**config.mk**
```make
export PLATFORM = sky130hd
export DESIGN_NAME = conv_cfg_master
export DESIGN_NICKNAME = d
export VERILOG_FILES = /design/src/rtl/conv_cfg_pkg.sv /design/src/rtl/conv_cfg_master_seq.sv /design/src/rtl/conv_cfg_master.sv
export SDC_FILE = /design/constraint.sdc
export NUM_CORES = 1
export LEC_CHECK = 0
export ABC_AREA = 1
export CORE_MARGIN = 2
export CORE_UTILIZATION = 40
export CTS_CLUSTER_DIAMETER = 50
export CTS_CLUSTER_SIZE = 20
export DETAILED_ROUTE_END_ITERATION = 12
export PLACE_DENSITY = 0.76
export SETUP_SLACK_MARGIN = 0.05
export SYNTH_ARGS = -nofsm -noshare
export SYNTH_HDL_FRONTEND = slang
export SYNTH_HIERARCHICAL = 1
export SYNTH_SLANG_ARGS = --single-unit
```
**constraint.sdc**
```tcl
create_clock -name Clk -period 2.3 [get_ports Clk]
set_input_delay 0.23 -clock Clk [delete_from_list [all_inputs] [get_ports Clk]]
set_output_delay 0.23 -clock Clk [all_outputs]
set_load 0.03 [all_outputs]
```
**src/rtl/conv_cfg_pkg.sv**
```systemverilog
// Shared definitions for the convolution-controller configuration master:
// register map, FSM encoding and stall limit (TOUT exists only with CFG_TIMEOUT_EN).
package conv_cfg_pkg;

  localparam int REG_CTRL      = 0;
  localparam int REG_RESET     = 4;
  localparam int REG_WIDTH     = 16;
  localparam int REG_HEIGHT    = 20;
  localparam int REG_COEF_BASE = 24;

  localparam logic [7:0] TOUT_LIMIT = 8'd255;

  typedef enum logic [2:0] {
    IDLE,
    ISSUE,
    RESP,
    DONE
`ifdef CFG_TIMEOUT_EN
    , TOUT
`endif
  } state_t;

endpackage

```
**src/rtl/conv_cfg_master_seq.sv**
```systemverilog
// Combinational write-sequence table: maps the write index and the latched
// picture/coefficient values to the {address, data} pair for that write.
module conv_cfg_seq
  import conv_cfg_pkg::*;
#(
  parameter int DATA_WIDTH     = 8,
  parameter int KERNEL_SIZE    = 3,
  parameter int AXI_ADDR_WIDTH = 10,
  parameter int IDX_WIDTH      = 4
) (
  input  logic [IDX_WIDTH-1:0]                           index,
  input  logic [DATA_WIDTH-1:0]                          width,
  input  logic [DATA_WIDTH-1:0]                          height,
  input  logic [KERNEL_SIZE*KERNEL_SIZE*DATA_WIDTH-1:0]  coeff,
  output logic [AXI_ADDR_WIDTH-1:0]                      awaddr,
  output logic [DATA_WIDTH-1:0]                          wdata
);

  localparam int NCOEF = KERNEL_SIZE * KERNEL_SIZE;

  always_comb begin
    awaddr = '0;
    wdata  = '0;
    case (index)
      IDX_WIDTH'(0): begin awaddr = AXI_ADDR_WIDTH'(REG_RESET);  wdata = DATA_WIDTH'(1); end
      IDX_WIDTH'(1): begin awaddr = AXI_ADDR_WIDTH'(REG_CTRL);   wdata = DATA_WIDTH'(1); end
      IDX_WIDTH'(2): begin awaddr = AXI_ADDR_WIDTH'(REG_WIDTH);  wdata = width;          end
      IDX_WIDTH'(3): begin awaddr = AXI_ADDR_WIDTH'(REG_HEIGHT); wdata = height;         end
      default: begin
        // Coefficient writes occupy indices 4..NCOEF+3.
        for (int i = 0; i < NCOEF; i++) begin
          if (index == IDX_WIDTH'(i + 4)) begin
            awaddr = AXI_ADDR_WIDTH'(REG_COEF_BASE + 4 * i);
            wdata  = coeff[i*DATA_WIDTH +: DATA_WIDTH];
          end
        end
      end
    endcase
  end

endmodule

```
**src/rtl/conv_cfg_master.sv**
```systemverilog
// Programs the convolution controller over an AXI-lite style write channel.
// Optional stall timeout (TOUT state, sticky error) is enabled by CFG_TIMEOUT_EN.
module conv_cfg_master
  import conv_cfg_pkg::*;
#(
  parameter int DATA_WIDTH     = 8,
  parameter int KERNEL_SIZE    = 3,
  parameter int AXI_ADDR_WIDTH = 10
) (
  input  logic                                          Clk,
  input  logic                                          Rst,
  input  logic                                          start,
  input  logic [DATA_WIDTH-1:0]                         img_width,
  input  logic [DATA_WIDTH-1:0]                         img_height,
  input  logic [KERNEL_SIZE*KERNEL_SIZE*DATA_WIDTH-1:0] coeff_flat,
  output logic                                          busy,
  output logic                                          done,
  output logic                                          error,
  output logic [AXI_ADDR_WIDTH-1:0]                     m_axi_awaddr,
  output logic                                          m_axi_awvalid,
  input  logic                                          m_axi_awready,
  output logic [DATA_WIDTH-1:0]                         m_axi_wdata,
  output logic                                          m_axi_wvalid,
  input  logic                                          m_axi_wready,
  input  logic                                          m_axi_bvalid,
  output logic                                          m_axi_bready
);

  localparam int NCOEF     = KERNEL_SIZE * KERNEL_SIZE;
  localparam int NWRITES   = NCOEF + 4;
  localparam int IDX_WIDTH = $clog2(NWRITES);
  localparam int CW        = NCOEF * DATA_WIDTH;
  localparam logic [IDX_WIDTH-1:0] LAST_IDX = IDX_WIDTH'(NWRITES - 1);

  state_t                      state_q, state_nxt;
  logic [IDX_WIDTH-1:0]        index_q, index_nxt;
  logic [DATA_WIDTH-1:0]       width_q, width_nxt, height_q, height_nxt;
  logic [CW-1:0]               coef_q, coef_nxt;
  logic                        awvalid_nxt, wvalid_nxt, bready_nxt, busy_nxt, done_nxt;
  logic [AXI_ADDR_WIDTH-1:0]   awaddr_nxt, seq_addr;
  logic [DATA_WIDTH-1:0]       wdata_nxt, seq_data;
  logic                        load_beat;
  logic                        aw_hs, w_hs, b_hs;
`ifdef CFG_TIMEOUT_EN
  logic [7:0]                  stall_q, stall_nxt;
  logic                        error_q, error_nxt;
  assign error = error_q;
`else
  assign error = 1'b0;
`endif

  assign aw_hs = m_axi_awvalid && m_axi_awready;
  assign w_hs  = m_axi_wvalid && m_axi_wready;
  assign b_hs  = m_axi_bvalid && m_axi_bready;

  // Fed with next-cycle values so the beat loaded on start uses the freshly latched inputs.
  conv_cfg_seq #(
    .DATA_WIDTH    (DATA_WIDTH),
    .KERNEL_SIZE   (KERNEL_SIZE),
    .AXI_ADDR_WIDTH(AXI_ADDR_WIDTH),
    .IDX_WIDTH     (IDX_WIDTH)
  ) u_seq (
    .index (index_nxt),
    .width (width_nxt),
    .height(height_nxt),
    .coeff (coef_nxt),
    .awaddr(seq_addr),
    .wdata (seq_data)
  );

  always_comb begin
    state_nxt   = state_q;
    index_nxt   = index_q;
    width_nxt   = width_q;
    height_nxt  = height_q;
    coef_nxt    = coef_q;
    awvalid_nxt = m_axi_awvalid;
    wvalid_nxt  = m_axi_wvalid;
    bready_nxt  = m_axi_bready;
    busy_nxt    = busy;
    done_nxt    = 1'b0;
    awaddr_nxt  = m_axi_awaddr;
    wdata_nxt   = m_axi_wdata;
    load_beat   = 1'b0;
`ifdef CFG_TIMEOUT_EN
    stall_nxt   = '0;
    error_nxt   = error_q;
`endif
    case (state_q)
      IDLE: begin
        if (start) begin
          width_nxt  = img_width;
          height_nxt = img_height;
          coef_nxt   = coeff_flat;
          index_nxt  = '0;
          busy_nxt   = 1'b1;
          load_beat  = 1'b1;
          state_nxt  = ISSUE;
`ifdef CFG_TIMEOUT_EN
          error_nxt  = 1'b0;
`endif
        end
      end
      ISSUE: begin
        awvalid_nxt = m_axi_awvalid && !m_axi_awready;
        wvalid_nxt  = m_axi_wvalid && !m_axi_wready;
        if (!awvalid_nxt && !wvalid_nxt) begin
          bready_nxt = 1'b1;
          state_nxt  = RESP;
        end
      end
      RESP: begin
        if (b_hs) begin
          bready_nxt = 1'b0;
          if (index_q == LAST_IDX) begin
            done_nxt  = 1'b1;
            state_nxt = DONE;
          end else begin
            index_nxt = index_q + IDX_WIDTH'(1);
            load_beat = 1'b1;
            state_nxt = ISSUE;
          end
        end
      end
      DONE: begin
        busy_nxt  = 1'b0;
        state_nxt = IDLE;
      end
`ifdef CFG_TIMEOUT_EN
      TOUT: begin
        busy_nxt  = 1'b0;
        state_nxt = IDLE;
      end
`endif
      default: state_nxt = IDLE;
    endcase

    if (load_beat) begin
      awvalid_nxt = 1'b1;
      wvalid_nxt  = 1'b1;
      awaddr_nxt  = seq_addr;
      wdata_nxt   = seq_data;
    end

`ifdef CFG_TIMEOUT_EN
    // Stall counter restarts on any handshake and whenever the state changes.
    if ((state_q == ISSUE || state_q == RESP) && !(aw_hs || w_hs || b_hs) && state_nxt == state_q) begin
      if (stall_q == TOUT_LIMIT - 8'd1) begin
        state_nxt   = TOUT;
        awvalid_nxt = 1'b0;
        wvalid_nxt  = 1'b0;
        bready_nxt  = 1'b0;
        error_nxt   = 1'b1;
        done_nxt    = 1'b1;
      end else begin
        stall_nxt = stall_q + 8'd1;
      end
    end
`endif
  end

  always_ff @(posedge Clk) begin
    if (Rst) begin
      state_q       <= IDLE;
      index_q       <= '0;
      width_q       <= '0;
      height_q      <= '0;
      coef_q        <= '0;
      m_axi_awvalid <= 1'b0;
      m_axi_wvalid  <= 1'b0;
      m_axi_bready  <= 1'b0;
      m_axi_awaddr  <= '0;
      m_axi_wdata   <= '0;
      busy          <= 1'b0;
      done          <= 1'b0;
`ifdef CFG_TIMEOUT_EN
      stall_q       <= '0;
      error_q       <= 1'b0;
`endif
    end else begin
      state_q       <= state_nxt;
      index_q       <= index_nxt;
      width_q       <= width_nxt;
      height_q      <= height_nxt;
      coef_q        <= coef_nxt;
      m_axi_awvalid <= awvalid_nxt;
      m_axi_wvalid  <= wvalid_nxt;
      m_axi_bready  <= bready_nxt;
      m_axi_awaddr  <= awaddr_nxt;
      m_axi_wdata   <= wdata_nxt;
      busy          <= busy_nxt;
      done          <= done_nxt;
`ifdef CFG_TIMEOUT_EN
      stall_q       <= stall_nxt;
      error_q       <= error_nxt;
`endif
    end
  end

endmodule

```
## Word-level counts from Yosys, hierarchy flattened

Index checks and enable logic that the tools add are counted.

| word-level totals | value |
|---|---|
| logic and storage cells | 101 |
| bits in registers | 118 |

| cells by class | value |
|---|---|
| reductions and logical operators | 18 |
| eq/ne operators | 19 |
| add/sub/neg operators | 1 |
| bitwise gates (word level) | 2 |
| multiplexer cells | 49 |

Operator list:

| cell | number |
|---|---|
| 2-to-1 mux 72 bit | 2 |
| 2-to-1 mux 8 bit | 13 |
| 2-to-1 mux 6 bit | 7 |
| one-hot mux 10 bit (4 select lines) | 1 |
| == test 4 bit (second input constant) | 6 |
| one-hot mux 8 bit (3 select lines) | 1 |
| == test 4 x 3 -> 1 bit (second input constant) | 4 |
| 2-to-1 mux 4 bit | 3 |
| 2-to-1 mux 1 bit | 11 |
| 2-to-1 mux 5 bit | 2 |
| 2-to-1 mux 3 bit | 3 |
| one-hot mux 3 bit (3 select lines) | 1 |
| == test 4 x 2 -> 1 bit (second input constant) | 2 |
| one-hot mux 4 bit (2 select lines) | 1 |
| == test 3 x 2 -> 1 bit (second input constant) | 2 |
| inequality test 2 bit (second input constant) | 3 |
| one-hot mux 1 bit (2 select lines) | 3 |
| AND reduction 3 bit | 2 |
| nonzero test 2 bit | 3 |
| adder 4 x 1 -> 4 bit (second input constant) | 1 |
| == test 4 x 1 -> 1 bit (second input constant) | 1 |
| logical AND 1 bit | 4 |
| zero test 1 bit | 4 |
| zero test 4 bit | 1 |
| other kinds (7) | 8 |

## Depth between registers and ports, before layout

Gate-level depths: netlist of the first run.

| depth | value |
|---|---|
| depth after elaboration | 15 |
| depth in mapped cells | 20 |

## Cells and area by module

The synthesis of the first run kept the hierarchy.

By module, submodules not included:

| module | times used | area an instance (sq um) | cells each | seq. area each (sq um) |
|---|---|---|---|---|
| conv_cfg_master | 1 | 4,961.0 | 646 | 2,342.2 |
| conv_cfg_seq | 1 | 862.1 | 189 | 0.0 |

## Worst setup path after synthesis of the first run

OpenSTA, ideal clock, no wires.

| timing | value |
|---|---|
| kind | register to register |
| start point | register m_axi_bready |
| end point | register m_axi_wdata[1] |
| data arrival time | 2.196 ns |
| setup slack | -0.010 ns |
| path buffers | 2 |
| required time | 2.186 ns |
| stages on the path, launching flop included | 20 |
| clock period less this slack | 2.310 ns |
| cells stage by stage | dfxtp_1 -> nand2_1 -> nor2_2 -> nand2_2 -> nand2_4 -> buf_6 -> nand2_1 -> nand2_1 -> inv_1 -> inv_1 -> nor2_4 -> buf_4 -> nand3_1 -> nand2_1 -> nor2_1 -> nand4_1 -> nor2_1 -> nand4_1 -> nor2_1 -> nor2_1 |

| between the ends | value |
|---|---|
| word-level cells in the longest chain between the ends | 14 |
| elaborated cells between the ends (all ways) | 29 |

RTL lines:

| item | RTL line | source |
|---|---|---|
| from (decl) | conv_cfg_master.sv:26 | `output logic m_axi_bready` |
| from (signal assigned) | conv_cfg_master.sv:188 | `m_axi_bready <= bready_nxt;` |
| logical AND 1 bit * | conv_cfg_master.sv:54 | `assign b_hs = m_axi_bvalid && m_axi_bready;` |
| 2-to-1 mux 4 bit * | conv_cfg_master.sv:113 | `if (b_hs) begin` |
| one-hot mux 4 bit (2 select lines) * | conv_cfg_master.sv:89 | `case (state_q)` |
| named net index_nxt[2] | conv_cfg_master.sv:36 | `logic [IDX_WIDTH-1:0] index_q, index_nxt;` |
| == test 4 x 3 -> 1 bit | conv_cfg_master_seq.sv:32 | `if (index == IDX_WIDTH'(i + 4)) begin` |
| 2-to-1 mux 8 bit (9 in a row) | conv_cfg_master_seq.sv:32 |  |
| one-hot mux 8 bit (3 select lines) * | conv_cfg_master_seq.sv:24 | `case (index)` |
| named net seq_data[1] | conv_cfg_master.sv:41 | `logic [DATA_WIDTH-1:0] wdata_nxt, seq_data;` |
| to (signal assigned) | conv_cfg_master.sv:190 | `m_axi_wdata <= wdata_nxt;` |
| to (decl) | conv_cfg_master.sv:22 | `output logic [DATA_WIDTH-1:0] m_axi_wdata,` |

The timed path passes the listed nets; every way through them passes the cells marked *.
A chain may end at the register's enable or synchronous reset.

## Final worst setup path of the first run

| timing | value |
|---|---|
| start point | register index_q[0] |
| end point | register m_axi_wdata[6] |

| between the ends | value |
|---|---|
| word-level cells in the longest chain between the ends | 15 |
| elaborated cells between the ends (all ways) | 33 |

RTL lines:

| item | RTL line | source |
|---|---|---|
| from (decl) | conv_cfg_master.sv:36 |  |
| from (signal assigned) | conv_cfg_master.sv:182 | `index_q <= index_nxt;` |
| adder 4 x 1 -> 4 bit / == test 4 bit (equally long branches) | conv_cfg_master.sv:119, conv_cfg_master.sv:115 |  |
| 2-to-1 mux 4 bit * | conv_cfg_master.sv:115 | `if (index_q == LAST_IDX) begin` |
| 2-to-1 mux 4 bit * | conv_cfg_master.sv:113 |  |
| one-hot mux 4 bit (2 select lines) * | conv_cfg_master.sv:89 |  |
| named net index_nxt[2] | conv_cfg_master.sv:36 |  |
| == test 4 x 3 -> 1 bit | conv_cfg_master_seq.sv:32 |  |
| 2-to-1 mux 8 bit (9 in a row) | conv_cfg_master_seq.sv:32 |  |
| one-hot mux 8 bit (3 select lines) * | conv_cfg_master_seq.sv:24 |  |
| named net seq_data[6] | conv_cfg_master.sv:41 |  |

Marks and branches as above.

==> results_dict.tcl, run 1 <==
set metrics [dict create \
    dr.pass1.iters 5 \
    cts_root_buf "clkbuf_16" \
    syn_area_per_cell_um2 6.97 \
    startpoint_type "flip-flop" \
    area_growth_pct 41.2 \
    core_um2 14400 \
    min_period_ps 2240 \
    grt_max_degree 59 \
    rsz0062_at_grt "true" \
    drive_gt1_share_pct 25.6 \
    worst_r2r_path_depth 19 \
    antenna-diode-count 0 \
    io_pins 118 \
    clkTransAtPathRegs_ps 50 \
    worstSetupPathType "flip-flop to flip-flop" \
    synth_edf_count 0 \
    clockBufferDepth 2 \
    drtAntennaViolNets 0 \
    rr_endpoint "m_axi_wdata[6]$_SDFFE_PP0P_" \
    port_buffers 116 \
    nNetsFinal 1079 \
    stdcell_count 1178 \
    path_buf_inv 5 \
    outcome "complete, no violations" \
    drtIter0Drc 395 \
    synthCells 835 \
    area.sequential_um2 2350 \
    dp.cells 1136 \
    hold_viol 0 \
    wire_per_inst_um 13.7 \
    start_util_pct 40.5 \
    async_reset_ff_share_pct 0 \
    finClkSkew_ps 9.30 \
    period_share_pct 97.2 \
    grt_overflow 0 \
    cpPeakStageDelay_ps 320 \
    ys_seq_elements 117 \
    drc 0 \
    num_vias 5647 \
    yosysUniqueCellTypes 34 \
    critPathRequiredTime_ps 2600 \
    slew_headroom_pct 55.7 \
    critPathMaxFanout 13 \
    hp-class "input port to flip-flop" \
    hpwlAfterDp_um 10900 \
    ys.flop_type "dfxtp_1" \
    clkSinkCount 117 \
    arrival_ps 2540 \
    viasPerCell 4.79 \
    multiInputGateArea_um2 2980 \
    drt-total-wl_um 16100 \
    cts_buffers 17 \
    gp_congestion 0.885 \
    die_h_um 125 \
    worst_pin_slew_ps 664 \
    use_met3_pct 4.68 \
    peakVddDrop_mv 0.480 \
    htreeDepth 4 \
    path_common_cell "nand2_1" \
    row_count 44 \
    worstSkewPairLatency_ps 420 \
    endpoint_kind "flip-flop" \
    fmax_mhz 447 \
    leakagePower_nw 3.99 \
    grt_first_pass_wirelength_um 25500 \
    placed_cell_area_um2 7330 \
    yosysSeqAreaShare_pct 40.2 \
    reg2reg_slack_ps 60 \
    cts_tree "yes" \
    drv_slew 0 \
    critical_path.slowest_cell "dfxtp_2" \
    crit_path_end "m_axi_wdata[6]$_SDFFE_PP0P_" \
    total_power_w 0.00580 \
    reg2reg_from "index_q[0]$_SDFF_PP0_" \
    setup.worst_path.start "index_q[0]$_SDFF_PP0_" \
    p_per_area_nw_per_um2 705 \
    grt_use_total_pct 20.3 \
    nFillCells 1274 \
    hold_buffers 0 \
    critical_path.top_delay_family "simple AND/OR/NAND/NOR gates" \
    path_depth 19 \
    cp_cell_sequence "buf_4 -> ha_1 -> inv_2 -> nand2_1 -> nand2_1 -> nand2_1 -> nand2_2 -> inv_2 -> inv_4 -> nor2_4 -> buf_12 -> nand3_1 -> nand2_2 -> nor2_2 -> nand4_1 -> nor2_2 -> nand4_1 -> nor2_1 -> nor2_1" \
    cap_viol_max_count 0 \
    grt_busiest_layer "met2" \
    dieWidth_um 125 \
    first_global_vias 5384 \
    ys_warn_count 6 \
    met1_usage_pct 24.9 \
    synth_area_um2 5820 \
    finalSetupViolCount 0 \
    antenna_found_initial 0 \
    grtUsageMet2_pct 33.7 \
    final_area_um2 8220 \
    dieArea_um2 15500 \
]
==> where the power goes <==
part	switching (W)	internal (W)	total [W]
clock network	0.000849	0.00146	0.00231
registers	0.0000533	0.00222	0.00227
logic	0.000657	0.000555	0.00121
==> cells by family (layout without fill, tap and decap cells) <==
logic type,Yosys count,after routing,share of synthesized area (%)
AOI/OAI and AO/OA,133,133,13.9
and+or+nand+nor,400,400,32.0
buffers and inverters,181,335,13.3
adders and majority gates,2,2,0.430
other,2,7,0.129
DFF,117,117,40.2
==> worst min path at each step <==
| stage | depth (start not counted) | from | endpoint |
|---|---|---|---|
| after floorplan | 2 | coeff_flat[69] | coef_q[69]$_SDFF_PP0_ |
| after global placement | 2 | m_axi_bready$_SDFFE_PP0P_ | m_axi_bready$_SDFFE_PP0P_ |
| after detailed placement | 2 | m_axi_bready$_SDFFE_PP0P_ | m_axi_bready$_SDFFE_PP0P_ |
| after CTS | 2 | Rst | coef_q[57]$_SDFF_PP0_ |
| after global routing | 2 | Rst | coef_q[60]$_SDFF_PP0_ |
| final | 2 | Rst | coef_q[60]$_SDFF_PP0_ |
==> synthesized netlist by cell type (2+ instances only) <==
cell type    n  area share (%)
buf_2        6            0.52
nor2_2      15             1.6
a21oi_1      8            0.69
o21ai_0     64             5.5
o21ai_2     20             3.0
o21bai_1    18             2.3
ha_1         2            0.43
conb_1       2            0.13
buf_6        4            0.77
a22oi_1      7            0.90
buf_4        8             1.0
o21ai_1     12             1.0
nand3_1     20             1.7
clkbuf_1    18             1.2
o22ai_1      2            0.21
nor2_1     153             9.9
or2_2       69             7.4
nand2_1     98             6.3
dfxtp_1    117              40
nand4_1     16             1.7
inv_1      134             8.6
nand2_2      4            0.43
or2_1       16             1.7
or2_0        4            0.43
clkbuf_2     8            0.69
nand2_4      2            0.39
==> per-stage QoR <==
step | utilization [%] | setup TNS (ps) | worst slack [ps] | hold WS (ps)
after CTS | 55.3 | 0 | 47.3 | 299
after floorplan | - | 0 | 101 | 374
after global placement | 51.0 | -2010 | -306 | 463
after detailed placement | 51.0 | -2740 | -391 | 473
final | 57.2 | 0 | 64.8 | 301
after global routing | 57.2 | -486 | -107 | 317
==> placed cells by master (no fill, tap or decap), types with 2 or more instances in the layout <==
master | synthesis | routed
nor2_1 | 153 | 135
dfxtp_1 | 117 | 112
buf_4 | 8 | 48
a21oi_1 | 8 | 8
clkdlybuf4s50_1 | 0 | 115
nand3_2 | 0 | 8
inv_4 | 1 | 2
clkbuf_1 | 18 | 4
or2_2 | 69 | 68
nor2_2 | 15 | 23
buf_12 | 0 | 4
inv_2 | 0 | 8
a22oi_2 | 0 | 2
nand2_1 | 98 | 83
o21bai_1 | 18 | 18
nand2_4 | 2 | 10
clkinv_2 | 0 | 5
buf_6 | 4 | 3
a22oi_1 | 7 | 5
clkbuf_8 | 0 | 4
nand2_2 | 4 | 11
or2_1 | 16 | 16
dfxtp_2 | 0 | 5
inv_1 | 134 | 124
clkbuf_16 | 0 | 17
conb_1 | 2 | 7
nor2_4 | 1 | 11
nand3_1 | 20 | 11
nand4_1 | 16 | 16
o22ai_1 | 2 | 2
o21ai_1 | 12 | 21
o21ai_0 | 64 | 54
or2_0 | 4 | 4
o21ai_2 | 20 | 21
==> sequential cells by signal, indices dropped and copies added, names as in the netlist <==
name           flops
coef_q            72
state_q            2
m_axi_wvalid       1
m_axi_awvalid      1
m_axi_awaddr      10
m_axi_wdata        8
done               1
index_q            4
height_q           8
busy               1
width_q            8
m_axi_bready       1
==> per-layer routing <==
layer	share of wire, %	wire [µm]
met5	0	0
met4	2.9	465
met3	5.4	866
met2	49	7860
met1	43	6880
==> worst register-to-register path, stage by stage, from the launching register on <==
cell	delay [ps]
dfxtp_2	320
buf_4	150
ha_1	200
inv_2	70
nand2_1	60
nand2_1	60
nand2_1	60
nand2_2	70
inv_2	60
inv_4	80
nor2_4	50
buf_12	140
nand3_1	80
nand2_2	70
nor2_2	120
nand4_1	120
nor2_2	190
nand4_1	110
nor2_1	90
nor2_1	50
==> area by class of cell <==
| type | instances | area share [%] |
|---|---|---|
| Multi-Input combinational cell | 542 | 36.2 |
| Sequential cell | 117 | 28.6 |
| Timing Repair Buffer | 170 | 19.8 |
| Inverter | 135 | 6.29 |
| Clock buffer | 25 | 6.03 |
| Tap cell | 184 | 2.80 |
| Clock inverter | 5 | 0.304 |
==> repair_timing <==
item,4_1_cts,5_1_grt
gates cloned,1,0
hold endpoints to repair,0,0
gates resized for setup,31,68
pin swaps,9,53
buffers inserted,2,9
endpoints found under the setup margin,8,9
(Power assumes the default switching activity.)
==> run 2: changes to the inputs <==
HOLD_SLACK_MARGIN = 0.06   (was default)
PLACE_DENSITY = 0.67   (was 0.76)
REMOVE_ABC_BUFFERS = 1   (was default)
==> run 2 against run 1 <==
Against the previous run: die area did not move; hold slack got worse by 59 ps; sequential cell count did not move; routed wire length is 3.3% lower; clock skew up 1.7 ps; non-clock buffer count grew 3; design area up 0.17%; via count decreased by 2.6%; power is 0.15% higher; utilization increased by 0.096 points; global-route usage decreased by 0.14 points; critical endpoint is now m_axi_awaddr[5]$_SDFFE_PP0P_; largest cell class unchanged.
==> results_dict.tcl, run 2 (synthesis results as in run 1) <==
set metrics [dict create \
    path_buf_inv 5 \
    io_pins 118 \
    peakVddDrop_mv 0.467 \
    grt_overflow 0 \
    path_common_cell "buf_4" \
    cap_viol_max_count 0 \
    layout_common_cells "nor2_1, inv_1, clkdlybuf4s50_1" \
    clkPwrFrac_pct 40.0 \
    wl_met3_um 700 \
    outcome "complete, no violations" \
    reg_top3 "coef_q (72), m_axi_awaddr (10)" \
    grt_max_degree 52 \
    num_vias 5500 \
    htreeDepth 4 \
    gp_congestion 0.824 \
    drtAntennaViolNets 0 \
    antenna-diode-count 0 \
    endpoint_kind "flip-flop" \
    core_um2 14400 \
    hp-class "input port to flip-flop" \
    registers.top_by_ff_count "coef_q" \
    cp_cell_sequence "inv_2 -> ha_4 -> nand3_4 -> or2_4 -> nand3_2 -> nand2_2 -> inv_4 -> nor2_4 -> buf_4 -> buf_4 -> buf_4 -> o21ai_0 -> o21ai_0 -> nor2_1 -> nor2_1" \
    grt_use_total_pct 20.1 \
    rr_endpoint "m_axi_awaddr[5]$_SDFFE_PP0P_" \
    finClkSkew_ps 11.0 \
    critical_path.top_delay_family "simple AND/OR/NAND/NOR gates" \
    start_util_pct 40.5 \
    drive_gt1_share_pct 25.6 \
    drv_slew 0 \
    reg2reg_slack_ps 140 \
    wire_per_inst_um 13.2 \
    stdcell_count 1182 \
    arrival_ps 2470 \
    min_period_ps 2160 \
    critPathMaxFanout 5 \
    intPower_w 0.00423 \
    grt_first_pass_wirelength_um 25200 \
    finalSetupViolCount 0 \
    port_buffers 116 \
    drc 0 \
    area_growth_pct 41.4 \
    clkSinkCount 117 \
    final_common_cell "nor2_1" \
    holdPathStages 2 \
    largest_reg_flops 72 \
    fin_setup_tns_ps 0 \
    cpPeakStageDelay_ps 330 \
    seq_power_share_pct 39.1 \
    fmax_mhz 464 \
    period_share_pct 93.8 \
    clkTransAtPathRegs_ps 50 \
    p_per_area_nw_per_um2 705 \
    power_switching_w 0.00157 \
    hold_viol 0 \
    cts_tree "yes" \
    critical_path.slowest_cell "dfxtp_2" \
    dr.pass1.iters 5 \
    dp.cells 1145 \
    dp_slack_ps -337 \
    path_depth 15 \
    setup.worst_path.start "index_q[0]$_SDFF_PP0_" \
    power_frac_comb_pct 20.9 \
    cts_root_buf "clkbuf_16" \
    sw_frac_of_total_pct 27.1 \
    dieWidth_um 125 \
    wl_met1_um 7100 \
    worstSkewPairLatency_ps 420 \
    worst_r2r_path_depth 15 \
    highest_layer "met4" \
    setup_slack_ps 143 \
    cts_buffers 17 \
    leakagePower_nw 3.98 \
    hpwlAfterDp_um 10700 \
    wl_met2_um 7610 \
    critPathRequiredTime_ps 2610 \
    worstSetupPathType "flip-flop to flip-flop" \
    hold_path_end "coef_q[71]$_SDFF_PP0_" \
    drtIter0Drc 365 \
    viasPerCell 4.65 \
    nNetsFinal 1082 \
    startpoint_type "flip-flop" \
    clockBufferDepth 2 \
    row_count 44 \
    antenna_found_initial 0 \
    drt-total-wl_um 15600 \
    rsz0062_at_grt "true" \
    hold_start "Rst" \
    total_power_w 0.00581 \
    die_h_um 125 \
    first_global_vias 5257 \
    reg2reg_from "index_q[0]$_SDFF_PP0_" \
    final_util_pct 57.3 \
    dieArea_um2 15500 \
]
-- run 2: cell type report --
cell class / instances / area, µm²
multi-input combinational: 542 / 2970
timing repair buffer: 173 / 1650
clock inverter: 5 / 25.0
clock buffer: 26 / 489
fill: 1331 / 6130
tap: 184 / 230
inverter: 135 / 526
sequential: 117 / 2350
-- run 2: power groups by stage --
| stage | registers, W | clock network, W | logic [W] |
|---|---|---|---|
| floorplan | 0.00237 | 0 | 0.000598 |
| global placement | 0.00230 | 0 | 0.00117 |
| detailed placement | 0.00231 | 0 | 0.00118 |
| CTS | 0.00227 | 0.00237 | 0.00119 |
| global route | 0.00229 | 0.00247 | 0.00135 |
| finish | 0.00227 | 0.00232 | 0.00121 |
-- run 2: what timing repair did --
item | in CTS | in global routing
gates resized for setup | 12 | 98
cloned | 1 | 0
pin swaps | 6 | 36
setup buffers | 3 | 2
hold buffers | 0 | 0
endpoints found under the setup margin | 8 | 10
-- run 2: how the worst max path moves through the flow --
stage / to
5_1_grt: m_axi_wdata[3]$_SDFFE_PP0P_
3_5_place_dp: m_axi_wdata[2]$_SDFFE_PP0P_
6_report: m_axi_awaddr[5]$_SDFFE_PP0P_
4_1_cts: m_axi_wdata[2]$_SDFFE_PP0P_
2_1_floorplan: m_axi_wdata[0]$_SDFFE_PP0P_
3_3_place_gp: m_axi_wdata[2]$_SDFFE_PP0P_
-- run 2: per-stage QoR --
step                      hold WS [ps]  cell area, µm²
final                              242            8230
after global routing               242            8230
after floorplan                    297            5580
after detailed placement           486            7390
after CTS                          226            7960
after global placement             469            7390
-- run 2: metal layers --
metal | up-vias | global-route usage (%)
li1 | 2859 | -
met1 | 2501 | 25.9
met2 | 124 | 33.6
met3 | 16 | 4.98
met4 | 0 | 5.82
met5 | - | 0
==> run 3: changes to the inputs <==
CORE_ASPECT_RATIO = 0.5   (was default)
PLACE_DENSITY = 0.68   (was 0.67)
SYNTH_HIERARCHICAL = default   (was 1)
==> run 3 against run 2 <==
Against the previous run: first-iteration DRC count shrank 28%; highest routed layer unchanged; non-clock buffer count grew 3; area after synthesis shrank 9.2%; clock-buffer cell count shrank 15; largest cell class unchanged; critical path type unchanged; die area shrank 8.6%; sequential power shrank 7%; final cell count shrank 16%; global-route usage shrank 0.083 points; design area shrank 9.6%; critical endpoint is now m_axi_wdata[2]$_SDFFE_PP0P_; sequential cell count shrank 6.
==> results_dict.tcl, run 3 <==
set metrics [dict create \
    outcome "complete, no violations" \
    start_util_pct 41.4 \
    synth_common_cells "nor2_1, dfxtp_1, nand2_1" \
    final_common_cell "nor2_1" \
    hold_viol 0 \
    drc 0 \
    clockBufferDepth 2 \
    grt_max_degree 76 \
    finClkSkew_ps 5.01 \
    placed_cell_area_um2 6890 \
    dp.cells 967 \
    first_global_vias 4550 \
    largest_reg_flops 72 \
    drv_slew 0 \
    layout_common_cells "nor2_1, clkdlybuf4s50_1, dfxtp_1" \
    min_period_ps 2220 \
    yosysSeqAreaShare_pct 42.0 \
    period_share_pct 96.7 \
    endpoint_kind "flip-flop" \
    row_count 29 \
    slew_headroom_pct 59.1 \
    gp_congestion 0.857 \
    async_reset_ff_share_pct 0 \
    ys_seq_elements 111 \
    synth_edf_count 0 \
    wl_met3_um 913 \
    num_vias 4887 \
    cts_tree "yes" \
    reg2reg_from "index_q[1]$_SDFF_PP0_" \
    area_growth_pct 40.8 \
    leakagePower_nw 3.35 \
    reg2reg_slack_ps 80 \
    wire_per_inst_um 14.5 \
    worstSetupPathType "flip-flop to flip-flop" \
    crit_path_end "m_axi_wdata[2]$_SDFFE_PP0P_" \
    grt_first_pass_wirelength_um 22700 \
    cts_root_buf "clkbuf_16" \
    ys_warn_count 0 \
    final_area_um2 7440 \
    p_per_area_nw_per_um2 628 \
    core_um2 12800 \
    worst_r2r_path_depth 15 \
    port_buffers 110 \
    worstSkewPairLatency_ps 350 \
    nNetsFinal 913 \
    holdPathStages 2 \
    hold_ws_ps 380 \
    hp-class "input port to flip-flop" \
    cts_buffers 9 \
    io_pins 118 \
    worst_pin_slew_ps 613 \
    yosysUniqueCellTypes 40 \
    drtAntennaViolNets 0 \
    startpoint_type "flip-flop" \
    fin_setup_tns_ps 0 \
    synth_area_um2 5290 \
    ys.flop_type "dfxtp_1" \
    setup.worst_path.start "index_q[1]$_SDFF_PP0_" \
    critPathRequiredTime_ps 2600 \
    antenna-diode-count 0 \
    clkSinkCount 111 \
    arrival_ps 2530 \
    die_h_um 85.3 \
    grt_use_total_pct 20.1 \
    drtIter0Drc 263 \
    dieArea_um2 14200 \
    rr_endpoint "m_axi_wdata[2]$_SDFFE_PP0P_" \
    grt_overflow 0 \
    htreeDepth 3 \
    rsz0062_at_grt "true" \
    peakVddDrop_mv 0.387 \
    yosysTopAreaCellShare_pct 42.0 \
    highest_layer "met4" \
    cap_viol_max_count 0 \
    dr.pass1.iters 4 \
    hpwlAfterDp_um 10600 \
    dieWidth_um 167 \
    viasPerCell 4.93 \
    clkTransAtPathRegs_ps 70 \
    wl_met1_um 6950 \
    yosysTopAreaCell "dfxtp_1" \
    finalSetupViolCount 0 \
    registers.top_by_ff_count "coef_q" \
    synthTopCellsByArea "dfxtp_1, mux2i_1, nor2_1, nand2_1, inv_1" \
    drt-total-wl_um 14400 \
    antenna_found_initial 0 \
    fmax_mhz 450 \
    yosysMostFrequentCell "nor2_1" \
    critPathMaxFanout 6 \
    drive_gt1_share_pct 20.6 \
    stdcell_count 992 \
    nFillCells 1117 \
    syn_area_per_cell_um2 8.00 \
    wl_met2_um 6370 \
    synthCells 661 \
]
-- run 3: how the worst min path moves through the flow --
stage	from	end	slack (ps)
final	Rst	state_q[0]$_SDFFE_PP0P_	380
after floorplan	Rst	busy$_SDFFE_PP0P_	300
after global placement	m_axi_awaddr[5]$_SDFFE_PP0P_	m_axi_awaddr[5]$_SDFFE_PP0P_	450
after detailed placement	m_axi_awaddr[5]$_SDFFE_PP0P_	m_axi_awaddr[5]$_SDFFE_PP0P_	470
after CTS	Rst	height_q[4]$_SDFF_PP0_	370
after global routing	Rst	width_q[4]$_SDFF_PP0_	380
-- run 3: timing repair --
| item | 4_1_cts | 5_1_grt |
|---|---|---|
| hold buffers | 0 | 0 |
| buffers inserted | 2 | 7 |
| resized for setup | 5 | 42 |
| endpoints found under the setup margin | 3 | 8 |
| pin swaps | 2 | 15 |
-- run 3: stage by stage --
step	total power [W]	util (%)	setup slack, ps
floorplan	0.00267	-	-2320
global route	0.00488	58.2	-18.5
CTS	0.00468	56.6	46.6
finish	0.00467	58.2	75.6
global placement	0.00306	53.9	-148
detailed placement	0.00307	53.9	-170
-- run 3: cell families (layout without fill, tap and decap cells) --
| logic type | Yosys count | in the layout | share of synthesized area, % |
|---|---|---|---|
| compound gates | 67 | 67 | 7.86 |
| fa+ha+maj | 2 | 2 | 0.473 |
| buf+inv | 98 | 253 | 8.48 |
| flops | 111 | 111 | 42.0 |
| mux | 64 | 64 | 12.1 |
| other cells | 1 | 7 | 0.0710 |
| simple gates | 318 | 318 | 29.0 |
-- run 3: cell type report --
class,instances,area [µm²],area share [%]
Clock inverter,5,66.3,0.891
Multi-Input combinational cell,458,2800,37.6
Inverter,61,236,3.18
Timing Repair Buffer,176,1650,22.2
Clock buffer,11,243,3.26
Tap cell,170,213,2.86
Sequential cell,111,2230,30.0
-- run 3: worst max-delay path, cell delays in order, from the launching register on --
cell and delay (ps):
dfxtp_4 380, inv_4 40, ha_4 150, nand3_4 130
nand3_2 140, a21oi_4 190, buf_4 160, nand2_4 90
buf_4 180, nor3_1 230, nor2_1 80, nand4_1 130
nand2_1 90, nand4_1 70, nand2_1 60, inv_1 40
-- run 3: layer usage --
metal,vias to the layer above,global-route usage (%)
li1,2445,-
met1,2276,27.8
met2,148,32.2
met3,18,4.20
met4,0,5.09
met5,-,0
-- run 3: report_power, final --
part / switching [W] / internal (W)
Clock: 0.000741 / 0.000888
Combinational: 0.000470 / 0.000454
Sequential: 0.0000512 / 0.00207
